$ cat src/rtl/bitcoin_nonce_sched.sv
// Bitcoin nonce scheduler: drives one shared SHA-256 compression core through the
// midstate, second-block and outer-hash passes for a run of consecutive nonces.
module bitcoin_nonce_sched #(
  parameter int unsigned NUM_NONCES = 16,
  parameter logic [31:0] IV0 = 32'h6a09e667,
  parameter logic [31:0] IV1 = 32'hbb67ae85,
  parameter logic [31:0] IV2 = 32'h3c6ef372,
  parameter logic [31:0] IV3 = 32'ha54ff53a,
  parameter logic [31:0] IV4 = 32'h510e527f,
  parameter logic [31:0] IV5 = 32'h9b05688c,
  parameter logic [31:0] IV6 = 32'h1f83d9ab,
  parameter logic [31:0] IV7 = 32'h5be0cd19
) (
  input  logic            clk,
  input  logic            reset_n,
  input  logic            start,
  output logic            busy,
  output logic            done,
  input  logic [511:0]    hdr_blk1,
  input  logic [95:0]     hdr_tail,
  input  logic [31:0]     nonce_base,
  output logic            core_start,
  output logic [7:0][31:0] core_h_init,
  output logic [7:0][31:0] core_alpha_init,
  output logic [511:0]    core_block,
  input  logic            core_done,
  input  logic [7:0][31:0] core_hash,
  output logic            res_valid,
  input  logic            res_ready,
  output logic [31:0]     res_nonce,
  output logic [31:0]     res_h0
);

  typedef enum logic [3:0] {
    StIdle,
    StP1Go,
    StP1Wait,
    StP2Go,
    StP2Wait,
    StP3Go,
    StP3Wait,
    StEmit,
    StFin
  } state_e;

  localparam logic [7:0][31:0] Iv = {IV7, IV6, IV5, IV4, IV3, IV2, IV1, IV0};
  localparam logic [15:0] KLast = 16'(NUM_NONCES - 1);

  state_e           state_q, state_d;
  logic             armed_q;
  logic [15:0]      k_q;
  logic [15:0][31:0] blk1_q;
  logic [2:0][31:0] tail_q;
  logic [31:0]      base_q;
  logic [7:0][31:0] mid_q;
  logic [7:0][31:0] p2_hash_q;
  logic [31:0]      res_nonce_q;
  logic [31:0]      res_h0_q;

  logic             capture;
  logic             core_hit;
  logic             is_wait;
  logic             xfer;
  logic             last_nonce;
  logic [31:0]      nonce;
  logic [15:0][31:0] p2_blk;
  logic [15:0][31:0] p3_blk;

  assign nonce      = base_q + {16'h0000, k_q};
  assign is_wait    = state_q inside {StP1Wait, StP2Wait, StP3Wait};
  // armed_q is low in the first cycle of every wait state, masking a stale core_done.
  assign core_hit   = armed_q & core_done;
  assign xfer       = (state_q == StEmit) & res_ready;
  assign last_nonce = (k_q == KLast);

  always_comb begin
    state_d = state_q;
    capture = 1'b0;
    unique case (state_q)
      StIdle: begin
        if (start) begin
          state_d = StP1Go;
          capture = 1'b1;
        end
      end
      StP1Go:   state_d = StP1Wait;
      StP1Wait: if (core_hit) state_d = StP2Go;
      StP2Go:   state_d = StP2Wait;
      StP2Wait: if (core_hit) state_d = StP3Go;
      StP3Go:   state_d = StP3Wait;
      StP3Wait: if (core_hit) state_d = StEmit;
      StEmit:   if (res_ready) state_d = last_nonce ? StFin : StP2Go;
      StFin:    state_d = StIdle;
      default:  state_d = StIdle;
    endcase
  end

  always_ff @(posedge clk or negedge reset_n) begin
    if (!reset_n) begin
      state_q     <= StIdle;
      armed_q     <= 1'b0;
      k_q         <= '0;
      blk1_q      <= '0;
      tail_q      <= '0;
      base_q      <= '0;
      mid_q       <= '0;
      p2_hash_q   <= '0;
      res_nonce_q <= '0;
      res_h0_q    <= '0;
    end else begin
      state_q <= state_d;
      armed_q <= is_wait && (state_d == state_q);
      if (capture) begin
        blk1_q <= hdr_blk1;
        tail_q <= hdr_tail;
        base_q <= nonce_base;
        k_q    <= '0;
      end else if (xfer && !last_nonce) begin
        k_q <= k_q + 16'd1;
      end
      if (state_q == StP1Wait && core_hit) mid_q <= core_hash;
      if (state_q == StP2Wait && core_hit) p2_hash_q <= core_hash;
      if (state_q == StP3Wait && core_hit) begin
        res_nonce_q <= nonce;
        res_h0_q    <= core_hash[0];
      end
    end
  end

  // Core operands are pure functions of registers that only change outside GO/WAIT.
  always_comb begin
    p2_blk      = '0;
    p2_blk[2:0] = tail_q;
    p2_blk[3]   = nonce;
    p2_blk[4]   = 32'h8000_0000;
    p2_blk[15]  = 32'h0000_0280;

    p3_blk      = '0;
    p3_blk[7:0] = p2_hash_q;
    p3_blk[8]   = 32'h8000_0000;
    p3_blk[15]  = 32'h0000_0100;

    core_h_init = Iv;
    core_block  = blk1_q;
    if (state_q inside {StP2Go, StP2Wait}) begin
      core_h_init = mid_q;
      core_block  = p2_blk;
    end else if (state_q inside {StP3Go, StP3Wait}) begin
      core_h_init = Iv;
      core_block  = p3_blk;
    end
  end

  assign core_alpha_init = core_h_init;
  assign core_start      = state_q inside {StP1Go, StP2Go, StP3Go};
  assign res_valid       = (state_q == StEmit);
  assign res_nonce       = res_nonce_q;
  assign res_h0          = res_h0_q;
  assign busy            = (state_q != StIdle);
  assign done            = (state_q == StFin);

endmodule

$ cat config.mk
export PLATFORM = sky130hd
export DESIGN_NAME = bitcoin_nonce_sched
export DESIGN_NICKNAME = d
export VERILOG_FILES = /design/src/rtl/bitcoin_nonce_sched.sv
export SDC_FILE = /design/constraint.sdc
export NUM_CORES = 2
export LEC_CHECK = 0
export BUFFER_PORTS_ARGS = -buffer_cell sky130_fd_sc_hd__buf_2
export CORE_AREA = 2 2 768 770
export DETAILED_ROUTE_END_ITERATION = 12
export DIE_AREA = 0 0 770 772
export PLACE_DENSITY_LB_ADDON = 0.3
export SLEW_MARGIN = 20
export SYNTH_ARGS = -nofsm -noshare
export SYNTH_HDL_FRONTEND = slang
export SYNTH_SLANG_ARGS = --single-unit
$ cat constraint.sdc
create_clock -name clk -period 3.01 [get_ports clk]
set_input_delay 0.1505 -clock clk [delete_from_list [all_inputs] [get_ports clk]]
set_output_delay 0.1505 -clock clk [all_outputs]
set_load 0.01 [all_outputs]
; ---- After elaboration in Yosys (flattened, before gate mapping)
; Index checks and enable logic that the tools add are counted.
[word_totals]
register_bits = 1237
latch_bits = 0
ram_bits = 0
mem_bits_ro = 0
inputBits = 901
out_inout_bits = 1092
elab_cells = 82
mem_count = 0
[classes]
n_addsub = 2
multipliers = 0
div = 0
magnitude_cmp = 0
n_eq_ne = 10
shift = 0
mux = 14
bitwise = 2
n_reduce_logical = 13
[ops]
columns = op, n
row1 = 2-to-1 mux 512 bit, 2
row2 = 2-to-1 mux 256 bit, 1
row3 = adder 32 x 16 -> 32 bit, 1
row4 = 2-to-1 mux 16 bit, 2
row5 = case mux 4 bit (8 select lines), 1
row6 = 2-to-1 mux 4 bit, 6
row7 = adder 16 x 1 -> 16 bit (second input constant), 1
row8 = equality test 16 x 4 -> 1 bit (second input constant), 1
row9 = equality test 4 x 3 -> 1 bit (second input constant), 4
row10 = equality test 4 x 2 -> 1 bit (second input constant), 2
row11 = nonzero test 2 bit, 3
row12 = nonzero test 3 bit, 2
row13 = logical AND 1 bit, 5
row14 = equality test 4 x 1 -> 1 bit (second input constant), 1
row15 = equality test 4 bit, 1
row16 = equality test 4 bit (second input constant), 1
row17 = logical NOT 4 bit, 1
row18 = nonzero test 4 bit, 1
row19 = AND 1 bit, 2
row20 = 2-to-1 mux 1 bit, 2
row21 = logical NOT 1 bit, 1

; ---- Depth between registers and ports, before layout
[depth]
depth_word = 6
depth_mapped = 10
ltp_nobuf = 9

; ---- Worst setup path before layout
; Ideal clock, no wire load.
[synth_timing]
path_kind = register to output
from = register k_q[0]
to = output core_block[118]
arrival_time_ns = 2.533
t_required_ns = 2.859
setup_slack_ns = 0.327
stages_incl_launch_ff = 10
n_path_buf = 0
path_cell_list = dfrtp_1 -> ha_1 -> fa_1 -> a21oi_1 -> o2bb2ai_1 -> o31a_1 -> a211oi_2 -> nor4b_1 -> xnor2_1 -> a21oi_1
[synth_between]
elab_chain_cells = 2
[synth_lines]
columns = element, line
row1 = from (decl), 51  ; logic [15:0] k_q;
row2 = from (signal assigned), 119  ; k_q <= k_q + 16'd1;
row3 = adder 32 x 16 -> 32 bit, 69  ; assign nonce = base_q + {16'h0000, k_q};
row4 = 2-to-1 mux 512 bit, 145  ; if (state_q inside {StP2Go, StP2Wait}) begin
row5 = to (decl), 25  ; output logic [511:0] core_block,
; Every way passes these cells.

; ---- Worst setup path after layout
; Ends and elaborated chain as after synthesis.

==> impl_metrics.env <==
export IMPL_fin_crit_sh_pct=130
export IMPL_hold_viol_final=0
export IMPL_ys_types=57
export IMPL_ys_seq_elements=1237
export IMPL_antenna_found_initial=509
export IMPL_worst_pin_slew_ns=0.990
export IMPL_drt_iter0_markers=4138
export IMPL_grt_max_degree=102
export IMPL_fin_skew_ns=0.0604
export IMPL_fmax_ghz=0.256
export IMPL_gr_usage_all_layers_pct=16.6
export IMPL_hold_depth=4
export IMPL_wl_per_cell_um=30.2
export IMPL_dp_cells=15500
export IMPL_clkTransAtPathRegs_ns=0.06
export IMPL_rsz0062_at_grt="yes"
export IMPL_num_io_pins=1993
export IMPL_fin_crit_ns=3.91
export IMPL_final_max_slew_viol_count=0
export IMPL_hold_class="input pin to flip-flop"
export IMPL_gp_congestion=0.980
export IMPL_reg2reg_to="res_nonce[23]"
export IMPL_antenna_left=0
export IMPL_clock_root_buffer="clkbuf_16"
export IMPL_grt_ovfl_total=0
export IMPL_syn_avg_cell_area_um2=9.37
export IMPL_grt_pass1_wl_mm=645
export IMPL_start_util_pct=9.70
export IMPL_violations="setup timing"
export IMPL_setup_violations=971
export IMPL_cts_max_level=4
export IMPL_syn2layout_area_growth_pct=85.6
export IMPL_detail_route_first_pass_iterations=5
export IMPL_cellPowerDensity_mw_per_mm2=1290
export IMPL_dieHeight_um=772
export IMPL_num_rows=282
export IMPL_rrSetupSlack_ns=-0.02
export IMPL_synth_seq_area_share_pct=54.3
export IMPL_grt_pass1_vias=59700
export IMPL_finalWirelength_mm=531
export IMPL_final_core_utilization_pct=18.0
export IMPL_min_to="blk1_q[148]"
export IMPL_cap_violations=0
export IMPL_synth_main_ff_cell="dfrtp_1"
export IMPL_clk_latency_ns=0.93
export IMPL_cts_num_sinks=1237
export IMPL_crit_path_start_kind="flip-flop"
export IMPL_syn_area_mm2=0.0570
export IMPL_drc=0
export IMPL_syn_inst=6081
export IMPL_ir_worst_vdd_uv=1010
export IMPL_drive_above_1_share_pct=40.7
export IMPL_r2r_cells=15
export IMPL_leakagePower_nw=49.1
export IMPL_die_x_um=770
export IMPL_cp_required_ns=2.86
export IMPL_postLayoutSetupSlackWorst_ns=-0.899
export IMPL_dp_hpwl_mm=418
export IMPL_final_common_cell="nand2_1"
export IMPL_worst_ep_arrival_time_ns=3.76
export IMPL_portBuffers=1992
export IMPL_yosys_area_top_type_share_pct=54.3
export IMPL_synth_area_top_cells="dfrtp_1 54%, nand2_1 16%, mux2_2 11%"
export IMPL_clk_path_buf_depth=4
export IMPL_yosys_area_top_type="dfrtp_1"
export IMPL_die_area_mm2=0.594
export IMPL_viasPerCell=3.50
export IMPL_synthArstFlopShare_pct=100
export IMPL_syn_nets=7000
export IMPL_timing_worst_setup_path_type="flip-flop to output pin"
export IMPL_nNetsFinal=10300
export IMPL_vias=61400
export IMPL_synth_edf_count=0
export IMPL_cts_tree="built"
export IMPL_yosys_warnings=0
export IMPL_slew_headroom_pct=34.0
export IMPL_path_max_fanout=5
export IMPL_layout_common_cells="2420 x nand2_1, 1672 x buf_2, 1230 x dfrtp_1, 1230 x dlygate4sd3_1, 557 x mux2_2"
export IMPL_outcome="complete, but fails checks"
export IMPL_holdCritStartpoint="hdr_blk1[148]"
export IMPL_dp_worst_setup_slack_ns=-0.539
export IMPL_r2r_start="k_q[12]"
export IMPL_cts_buffers_inserted=174
export IMPL_final_cells=17600
export IMPL_core_mm2=0.587
export IMPL_worstSetupEndpointType="output pin"
sequential cells by signal, indices dropped and copies added (netlist names):
register   flops
armed_q        1
base_q        32
blk1_q       512
k_q           16
mid_q        256
p2_blk        96
p2_hash_q    256
res_h0        32
res_nonce     32
state_q        4
worst max-delay path by stage:
stage | end | start | slack, ns
2_1_floorplan | core_block[118] | k_q[0] | 0.33
3_3_place_gp | core_block[114] | k_q[0] | -0.59
3_5_place_dp | core_block[114] | k_q[0] | -0.54
4_1_cts | core_block[114] | base_q[0] | -1.31
5_1_grt | core_block[114] | base_q[0] | -1.18
6_report | core_block[118] | k_q[0] | -0.90
metrics by stage:
| step | instance area [um^2] | hold WS, ns | power, mW | TNS, ns |
|---|---|---|---|---|
| 3_5_place_dp | 77100 | 0.309 | 89.9 | -4.38 |
| 2_1_floorplan | 57000 | -0.145 | 54.9 | 0 |
| 5_1_grt | 105000 | 0.0372 | 142 | -296.05 |
| 4_1_cts | 99800 | 0.000144 | 126 | -244.91 |
| 6_report | 106000 | 0.103 | 136 | -161.62 |
| 3_3_place_gp | 77100 | 0.309 | 89.9 | -5.43 |
synthesized netlist by cell type, drive strengths merged (2+ instances only):
| cell | instances |
|---|---|
| o21bai | 3 |
| and2 | 123 |
| nor3 | 8 |
| or4 | 3 |
| a2111oi | 2 |
| nor2 | 139 |
| nand4 | 7 |
| inv | 6 |
| buf | 362 |
| clkbuf | 311 |
| mux2 | 557 |
| a32oi | 2 |
| and3 | 277 |
| o21a | 2 |
| nand2b | 4 |
| nor3b | 5 |
| nand2 | 2489 |
| nor4 | 2 |
| a211oi | 2 |
| xor2 | 14 |
| or3 | 137 |
| nor4b | 4 |
| nor2b | 2 |
| a31oi | 109 |
| xnor2 | 27 |
| dfrtp | 1237 |
| o21ai | 31 |
| a21o | 6 |
| and4 | 3 |
| nand3 | 14 |
| ha | 17 |
| a21oi | 163 |
area by class of cell:
cell class / instances / area [um^2]
inverter: 6 / 22.5
fill: 65700 / 481000
tap: 7810 / 9770
clock inverter: 75 / 1020
sequential: 1237 / 31000
multi-input combinational: 4165 / 25400
antenna: 245 / 613
clock buffer: 244 / 5110
timing repair buffer: 3774 / 32900
metal layers:
metal / vias up / routed length (um) / global-route usage [%]
met1: 30600 / 232000 / 21.9
met3: 1086 / 57000 / 6.93
met4: 280 / 30500 / 7.77
met2: 3042 / 209000 / 23.0
met5: - / 2290 / 0.338
li1: 26400 / - / -
critical path, cell delays in order, from the launching register on:
cell,delay [ns]
dfrtp_1,0.40
ha_4,0.18
fa_2,0.37
a21oi_4,0.17
o2bb2ai_4,0.09
o31a_1,0.35
a211oi_4,0.40
buf_12,0.17
buf_12,0.16
nor4b_4,0.06
xnor2_1,0.16
a21oi_1,0.17
buf_2,0.16
repair_timing:
item | in CTS | in global routing
buffers inserted | 88 | 95
resized for setup | 397 | 858
endpoints found under the setup margin | 1035 | 995
gates cloned | 48 | 62
hold buffers | 1231 | 0
pin swaps | 71 | 169
hold endpoints to repair | 2326 | 0
where the power goes:
part,switching (mW),internal (mW)
Combinational,45.7,35.9
Sequential,6.80,24.9
Clock,9.50,13.4
cell families (layout without fill, tap and decap cells):
family	after synthesis	after routing	synth area share, %
simple gates	3219	3219	23.9
flops	1237	1237	54.3
buf+inv	679	4099	6.37
mux	558	558	11.0
compound gates	329	329	3.32
xor+xnor	41	41	0.630
fa+ha+maj	18	18	0.408
other cells	0	245	0
Power figures use the tool's default switching activity.
